### src/rtl/sw_pkg.sv
// Shared definitions for the stopwatch run controller: FSM state codes,
// state width and the helpers that derive the prescaler divide ratio and
// the debounce window length from the clock parameters.
package sw_pkg;

   localparam int ST_W = 3;

   typedef enum logic [ST_W-1:0] {
      ST_IDLE  = 3'd0,
      ST_RUN   = 3'd1,
      ST_LAP   = 3'd2,
      ST_PAUSE = 3'd3,
      ST_CLR   = 3'd4
   } sw_state_e;

   localparam int DEF_CLK_HZ  = 125_000_000;
   localparam int DEF_TICK_HZ = 100;

   // Clocks per tick period; must come out even and at least 2.
   function automatic int sw_div(input int clk_hz, input int tick_hz);
      return clk_hz / tick_hz;
   endfunction

   localparam int DEF_DIV = sw_div(DEF_CLK_HZ, DEF_TICK_HZ);

   // Number of clocks a button level must hold before it is accepted.
   function automatic int sw_db_cycles(input int clk_hz, input int db_ms);
      longint prod;
      prod = longint'(db_ms) * longint'(clk_hz) / 64'sd1000;
      return (prod < 1) ? 1 : int'(prod);
   endfunction

endpackage

### src/rtl/sw_btn_edge.sv
// Button front end: two-flop synchroniser, optional stability filter
// (enabled by the SW_DEBOUNCE_EN macro) and a registered one-cycle strobe
// on each accepted rising edge of the button level.
module sw_btn_edge
   import sw_pkg::*;
#(
   parameter int DB_CYC = 1
) (
   input  logic clk,
   input  logic rst,
   input  logic btn,
   output logic press
);

   logic sync1;
   logic sync2;
   logic level;
   logic level_d;

   // Bring the raw pin into the clock domain.
   always_ff @(posedge clk or posedge rst) begin
      if (rst) begin
         sync1 <= 1'b0;
         sync2 <= 1'b0;
      end else begin
         sync1 <= btn;
         sync2 <= sync1;
      end
   end

`ifdef SW_DEBOUNCE_EN
   localparam int DB_N  = (DB_CYC < 1) ? 1 : DB_CYC;
   localparam int DBC_W = (DB_N < 2) ? 1 : $clog2(DB_N + 1);

   logic [DBC_W-1:0] db_cnt;
   logic             db_level;

   // Accept a new level only once it has differed from the accepted level
   // for DB_N consecutive clocks; any return to the old level restarts it.
   always_ff @(posedge clk or posedge rst) begin
      if (rst) begin
         db_cnt   <= '0;
         db_level <= 1'b0;
      end else if (sync2 == db_level) begin
         db_cnt <= '0;
      end else if (db_cnt == DBC_W'(DB_N - 1)) begin
         db_level <= sync2;
         db_cnt   <= '0;
      end else begin
         db_cnt <= db_cnt + 1'b1;
      end
   end

   assign level = db_level;
`else
   assign level = sync2;
`endif

   // Registered rising-edge detect so the strobe is exactly one clock wide.
   always_ff @(posedge clk or posedge rst) begin
      if (rst) begin
         level_d <= 1'b0;
         press   <= 1'b0;
      end else begin
         level_d <= level;
         press   <= level & ~level_d;
      end
   end

endmodule

### src/rtl/sw_run_ctrl.sv
// Stopwatch run controller: turns start/stop and lap/clear presses into
// run/pause/lap/clear sequencing for the counter chain and produces the
// half-duty centisecond tick. Define SW_DEBOUNCE_EN to add an on-chip
// stability filter to both buttons.
module sw_run_ctrl
   import sw_pkg::*;
#(
   parameter int CLK_HZ  = DEF_CLK_HZ,
   parameter int TICK_HZ = DEF_TICK_HZ,
   parameter int DB_MS   = 10
) (
   input  logic            clk,
   input  logic            rst,
   input  logic            btn_ss,
   input  logic            btn_lc,
   output logic            tick_out,
   output logic            cnt_en,
   output logic            cnt_clr,
   output logic            disp_freeze,
   output logic            run_led,
   output logic [ST_W-1:0] state
);

   localparam int DIV    = sw_div(CLK_HZ, TICK_HZ);
   localparam int DIV_W  = (DIV < 2) ? 1 : $clog2(DIV);
   localparam int HALF   = DIV / 2;
   localparam int DB_CYC = sw_db_cycles(CLK_HZ, DB_MS);

   logic             ss_p;
   logic             lc_p;
   sw_state_e        state_q;
   sw_state_e        state_nxt;
   logic [DIV_W-1:0] div_cnt;
   logic [DIV_W-1:0] div_nxt;

   sw_btn_edge #(.DB_CYC(DB_CYC)) u_ss (
      .clk   (clk),
      .rst   (rst),
      .btn   (btn_ss),
      .press (ss_p)
   );

   sw_btn_edge #(.DB_CYC(DB_CYC)) u_lc (
      .clk   (clk),
      .rst   (rst),
      .btn   (btn_lc),
      .press (lc_p)
   );

   // Next-state decode; start/stop is checked first so it wins a tie.
   always_comb begin
      state_nxt = state_q;
      case (state_q)
         ST_IDLE: begin
            if (ss_p)      state_nxt = ST_RUN;
            else if (lc_p) state_nxt = ST_CLR;
         end
         ST_RUN: begin
            if (ss_p)      state_nxt = ST_PAUSE;
            else if (lc_p) state_nxt = ST_LAP;
         end
         ST_LAP: begin
            if (ss_p)      state_nxt = ST_PAUSE;
            else if (lc_p) state_nxt = ST_RUN;
         end
         ST_PAUSE: begin
            if (ss_p)      state_nxt = ST_RUN;
            else if (lc_p) state_nxt = ST_CLR;
         end
         ST_CLR:  state_nxt = ST_IDLE;
         default: state_nxt = ST_IDLE;
      endcase
   end

   // State register plus outputs decoded from the next state, so outputs
   // move on the same edge as the state itself.
   always_ff @(posedge clk or posedge rst) begin
      if (rst) begin
         state_q     <= ST_IDLE;
         cnt_en      <= 1'b0;
         cnt_clr     <= 1'b0;
         disp_freeze <= 1'b0;
         run_led     <= 1'b0;
      end else begin
         state_q     <= state_nxt;
         cnt_en      <= (state_nxt == ST_RUN) || (state_nxt == ST_LAP);
         cnt_clr     <= (state_nxt == ST_CLR);
         disp_freeze <= (state_nxt == ST_LAP);
         run_led     <= (state_nxt == ST_RUN) || (state_nxt == ST_LAP);
      end
   end

   assign state   = state_q;
   assign div_nxt = (div_cnt == DIV_W'(DIV - 1)) ? '0 : div_cnt + 1'b1;

   // Prescaler: counts only while enabled so pause/lap keep the partial
   // period; clearing happens while cnt_en is already low so the counter
   // chain ignores any falling edge it creates.
   always_ff @(posedge clk or posedge rst) begin
      if (rst) begin
         div_cnt  <= '0;
         tick_out <= 1'b0;
      end else if (state_nxt == ST_CLR) begin
         div_cnt  <= '0;
         tick_out <= 1'b0;
      end else if (cnt_en) begin
         div_cnt  <= div_nxt;
         tick_out <= (div_nxt >= DIV_W'(HALF));
      end
   end

endmodule

### config.mk
export PLATFORM = sky130hd
export DESIGN_NAME = sw_run_ctrl
export DESIGN_NICKNAME = d
export VERILOG_FILES = /design/src/rtl/sw_pkg.sv /design/src/rtl/sw_btn_edge.sv /design/src/rtl/sw_run_ctrl.sv
export SDC_FILE = /design/constraint.sdc
export NUM_CORES = 1
export LEC_CHECK = 0
export ABC_AREA = 1
export BUFFER_PORTS_ARGS = -buffer_cell sky130_fd_sc_hd__buf_2
export CORE_MARGIN = 2
export CORE_UTILIZATION = 55
export DETAILED_ROUTE_END_ITERATION = 8
export GPL_TIMING_DRIVEN = 1
export MAX_ROUTING_LAYER = met4
export PLACE_DENSITY = 0.73
export SYNTH_ARGS = -nofsm -noshare
export SYNTH_HDL_FRONTEND = slang
export SYNTH_SLANG_ARGS = --single-unit
### constraint.sdc
create_clock -name clk -period 3.1 [get_ports clk]
set_input_delay 0.465 -clock clk [delete_from_list [all_inputs] [get_ports clk]]
set_output_delay 0.465 -clock clk [all_outputs]
set_load 0.02 [all_outputs]
Word-level counts from Yosys, hierarchy flattened
Index checks and enable logic that the tools add are counted.
{"block": "word_totals", "regBits": 36, "input_bits": 4, "output_inout_bits": 8}
{"block": "op_classes", "addsub": 1, "n_lt_le_gt_ge": 1, "n_eq_ne": 7, "muxes": 12, "bitwise": 4, "n_reduce_logical": 4}
{"op": "$mux W21", "n": 3}
{"op": "$add A21 B1 Y21 const B", "n": 1}
{"op": "$eq A21 B21 Y1 const B", "n": 1}
{"op": "$ge A21 B20 Y1 const B", "n": 1}
{"op": "$mux W3", "n": 6}
{"op": "$eq A3 B2 Y1 const B", "n": 3}
{"op": "$pmux W3 S3", "n": 1}
{"op": "$eq A3 B1 Y1 const B", "n": 2}
{"op": "$eq A3 B3 Y1 const B", "n": 1}
{"op": "$logic_not A3 Y1", "n": 1}
{"op": "$and A1 B1 Y1", "n": 2}
{"op": "$mux W1", "n": 2}
{"op": "$not A1 Y1", "n": 2}
{"op": "$reduce_bool A2 Y1", "n": 1}
{"op": "$reduce_or A2 Y1", "n": 1}
{"op": "$logic_or A1 B1 Y1", "n": 1}

Longest topological paths before layout
{"block": "depth", "depth_word": 5, "depth_mapped": 15, "ltp_nobuf": 15}

Hierarchy
A second synthesis with hierarchy kept.
{"block": "hier_totals", "hier_cells": 316, "hier_area_um2": 2245.9}
{"module": "sw_run_ctrl", "n_inst": 1, "cells_each": 302, "area_per_inst_um2": 2018.2, "seq_area_each_um2": 700.7}
{"module": "sw_btn_edge", "n_inst": 2, "cells_each": 7, "area_per_inst_um2": 113.9, "seq_area_each_um2": 100.1}

Worst setup path after synthesis
OpenSTA, ideal clock, no wires.
{"block": "synth_path", "kind": "register to register", "startpoint": "register state_q[1] (netlist: state[1])", "endpoint": "register div_cnt[11]", "arrival_ps": 1595, "setup_slack_ps": 1372, "stages_incl_launch_ff": 8, "n_path_buf": 1, "synth_period_minus_slack_ps": 1728, "path_cell_list": "dfrtp_1 -> inv_1 -> nor2_1 -> nor3b_1 -> nand3_1 -> nand2_1 -> clkbuf_1 -> o22ai_1"}
{"block": "synth_via", "elab_chain_len": 5}
{"item": "start: declaration", "line": "sw_run_ctrl.sv:31", "source": "sw_state_e state_q;"}
{"item": "start signal: assignment", "line": "sw_run_ctrl.sv:85", "source": "state_q <= state_nxt;"}
{"item": "$eq A3 B2 Y1, or another cell as far along", "line": "sw_run_ctrl.sv:53", "source": "case (state_q)"}
{"item": "$reduce_or A2 Y1 (no source line), or another cell as far along"}
{"item": "$pmux W3 S3 (*)", "line": "sw_run_ctrl.sv:53"}
{"item": "$eq A3 B3 Y1 (*)", "line": "sw_run_ctrl.sv:103", "source": "end else if (state_nxt == ST_CLR) begin"}
{"item": "$mux W21 or $reduce_bool A2 Y1 (tied branches)"}
{"item": "end signal: assignment", "line": "sw_run_ctrl.sv:107", "source": "div_cnt <= div_nxt;"}
{"item": "end: declaration", "line": "sw_run_ctrl.sv:33", "source": "logic [DIV_W-1:0] div_cnt;"}
Every way passes the cells marked *; elsewhere a longest branch is shown, timed or not.
A chain may end at the register's enable or synchronous reset.

Worst setup path in the final report
{"block": "layout_path", "startpoint": "register div_cnt[1]", "endpoint": "register tick_out"}
{"block": "layout_via", "elab_chain_len": 5}
{"item": "$add A21 B1 Y21 or $eq A21 B21 Y1 (tied branches)", "line": "sw_run_ctrl.sv:94", "source": "assign div_nxt = (div_cnt == DIV_W'(DIV - 1)) ? '0 : div_cnt + 1'b1;"}
{"item": "$mux W21 (*)", "line": "sw_run_ctrl.sv:94"}
{"item": "$ge A21 B20 Y1 (*)", "line": "sw_run_ctrl.sv:108", "source": "tick_out <= (div_nxt >= DIV_W'(HALF));"}
{"item": "$mux W1 (*)", "line": "sw_run_ctrl.sv:106", "source": "end else if (cnt_en) begin"}
{"item": "$mux W1 (*)", "line": "sw_run_ctrl.sv:103"}
{"item": "end signal: assignment", "line": "sw_run_ctrl.sv:108"}
{"item": "end: declaration", "line": "sw_run_ctrl.sv:16", "source": "output logic tick_out,"}
Every way passes the cells marked *; elsewhere a longest branch is shown, timed or not. The select of a mux whose other input is x is not followed.

==> reports/results.ini <==
[yosys]
synth-seq-area-share=0.4157
synthCells=313
synth_seq_cells=36
yosysTopAreaCellShare=0.4157
synth_cell_type_count=24
synth_largest_area_cell=dfrtp_1
synth.avg_cell_area_sq_um=6.924
synth_nets=318
netlist_top_cells_area=dfrtp_1 42%, nand2_1 15%, nand3_1 7.6%
synth_area_sq_um=2167
yosysWarnings=0

[run]
cap_violations=0

[power_and_ir_drop]
ir_drop_mv=0.5131
total_leakage_power_uw=0.001121
p_per_area_nw_per_um2=651.8

[detailed_routing]
routed_wl_um=5204
drcViolationCount=0
viasPerCell=5.459
vias=2047
firstDrtPassIters=5
ant_nets=0
wl_per_cell_um=13.88
drt_iter0_drc=194

[sta]
setup_viol=0
rsz0062_at_grt=false
finalMaxSlewViolations=0
fmax_mhz=483.9
final.setup.tns_ns=0
holdWs_ns=0.2545
fin_crit_ns=2.067
tightest_slew_ns=0.6499
fin_skew_ns=0.01294
slew_headroom=0.5657
hold_viol_final=0
min_period_over_period=0.6666

[placed_design]
place_congestion=0.9454
hpwl_um=3864
port_buffers=11

[worst_setup_path]
rrSetupSlack_ns=1.03
cp-start-kind=flop
critical_path_class=flop to flop
timing.rr.end=tick_out
crit_arrival_ns=2.30
r2r_cells=13
cp.required_ns=3.33
critPathMaxFanout=5
r2r-start=div_cnt[1]
crit_path_end_kind=flop

[status]
status=completed

[finish]
syn2layout_area_growth_pct=8.199
drive_gt1_frac=0.1131
nNetsFinal=331
antenna_cells=0
utilization=0.6310
layout_common_cells=88 x nand2_1, 44 x nor2_1, 42 x inv_1
mostFrequentLayoutCell=nand2_1

[clock_tree]
clk-insertion-delay-late_ns=0.30
cts_buffers=5
cts_sinks=36
htreeDepth=2
hold_buffers=0
cts_tree=yes
path_clk_slew_ns=0.08
cts_buffer_depth=2
cts_setup_buffers=0
cts.repair.resized=0
cts_root_buf=clkbuf_8

[floorplanning]
io_pins=12
die-area_sq_um=4458
die_h_um=66.77
die_width_um=66.77
rows=22
coreArea_sq_um=3716
start_util=0.5832

[grt]
use_met2=0.4213
antenna_found_initial=0
grt_max_degree=37
grt_first_pass_wirelength_um=8818
grt_overflow=0
grt_use_met1=0.3688
grt-busiest-layer=met2
grt_usage=0.2763
grt_pass1_vias=1927
met3_usage=0.06419

[min_path]
min_path_type=input port to asynchronous set/reset pin

## per-layer routing
layer / up-vias / share of wire
li1: 1029 / -
met5: - / 0
met4: 0 / 0.017
met1: 932 / 0.47
met3: 11 / 0.061
met2: 75 / 0.45
## worst max-delay path, cell delays in order, from the launching register on
cell     delay, ns
dfrtp_1       0.42
ha_1          0.26
nand2_1       0.14
nor2_4        0.18
nand2_2       0.11
nand2_1       0.07
nand2_1       0.10
nor2_1        0.16
nand3_1       0.09
nor2_1        0.11
nand3_1       0.10
nor2_1        0.12
nor2_1        0.05
a21oi_2       0.10
## cell families after synthesis
kind of cell	share of synthesized area
and+or+nand+nor	0.3845
buffers and inverters	0.09295
DFF	0.4157
AOI/OAI and AO/OA	0.08487
xor gates and xnor gates	0.01617
adders and majority gates	0.005773
## cell type report
| cell class | count | area (sq um) |
|---|---|---|
| Fill cell | 358 | 1371 |
| Multi-Input combinational cell | 226 | 1065 |
| Sequential cell | 36 | 900.9 |
| Inverter | 45 | 168.9 |
| Clock buffer | 5 | 68.82 |
| Timing Repair Buffer | 12 | 62.56 |
| Tap cell | 48 | 60.06 |
| Clock inverter | 3 | 18.77 |
## stage by stage
step | setup slack [ns] | instance area, sq um | std cells | total power, uW
2_1_floorplan | 1.372 | 2167 | 313 | 1057
3_3_place_gp | 1.087 | 2257 | 367 | 1178
3_5_place_dp | 1.065 | 2257 | 367 | 1188
4_1_cts | 1.043 | 2345 | 375 | 1526
5_1_grt | 0.8160 | 2345 | 375 | 1643
6_report | 1.033 | 2345 | 375 | 1528
## sequential cells by signal (all words and copies together), names as in the netlist
register      count
u_lc.sync1        1
u_ss.press        1
state             3
u_ss.level        1
disp_freeze       1
tick_out          1
u_lc.press        1
run_led           1
div_cnt          21
u_lc.level_d      1
u_ss.sync1        1
u_lc.level        1
u_ss.level_d      1
cnt_clr           1
## worst max path at each step
stage,start,to,slack (ns)
2_1_floorplan,state[1],div_cnt[11],1.37
3_3_place_gp,div_cnt[1],tick_out,1.09
3_5_place_dp,div_cnt[1],tick_out,1.07
4_1_cts,div_cnt[1],tick_out,1.04
5_1_grt,div_cnt[1],tick_out,0.82
6_report,div_cnt[1],tick_out,1.03
## Yosys cell counts, drive strengths merged
library cell,instances
nand2,91
nor2,52
inv,45
dfrtp,36
nand3,35
o21ai,15
o22ai,12
a21oi,6
nand4,5
buf,4
nor3,4
xor2,3
clkbuf,2
ha,1
nor3b,1
xnor2,1
## report_power, final
| part | switching (uW) | total, uW | leakage (uW) | internal [uW] |
|---|---|---|---|---|
| logic | 378 | 538 | 0.000610 | 160 |
| registers | 97.8 | 648 | 0.000463 | 550 |
| clock network | 186 | 343 | 0.0000479 | 157 |
| total | 662 | 1530 | 0.00112 | 867 |
No activity file was read; power rests on OpenSTA's default activity.
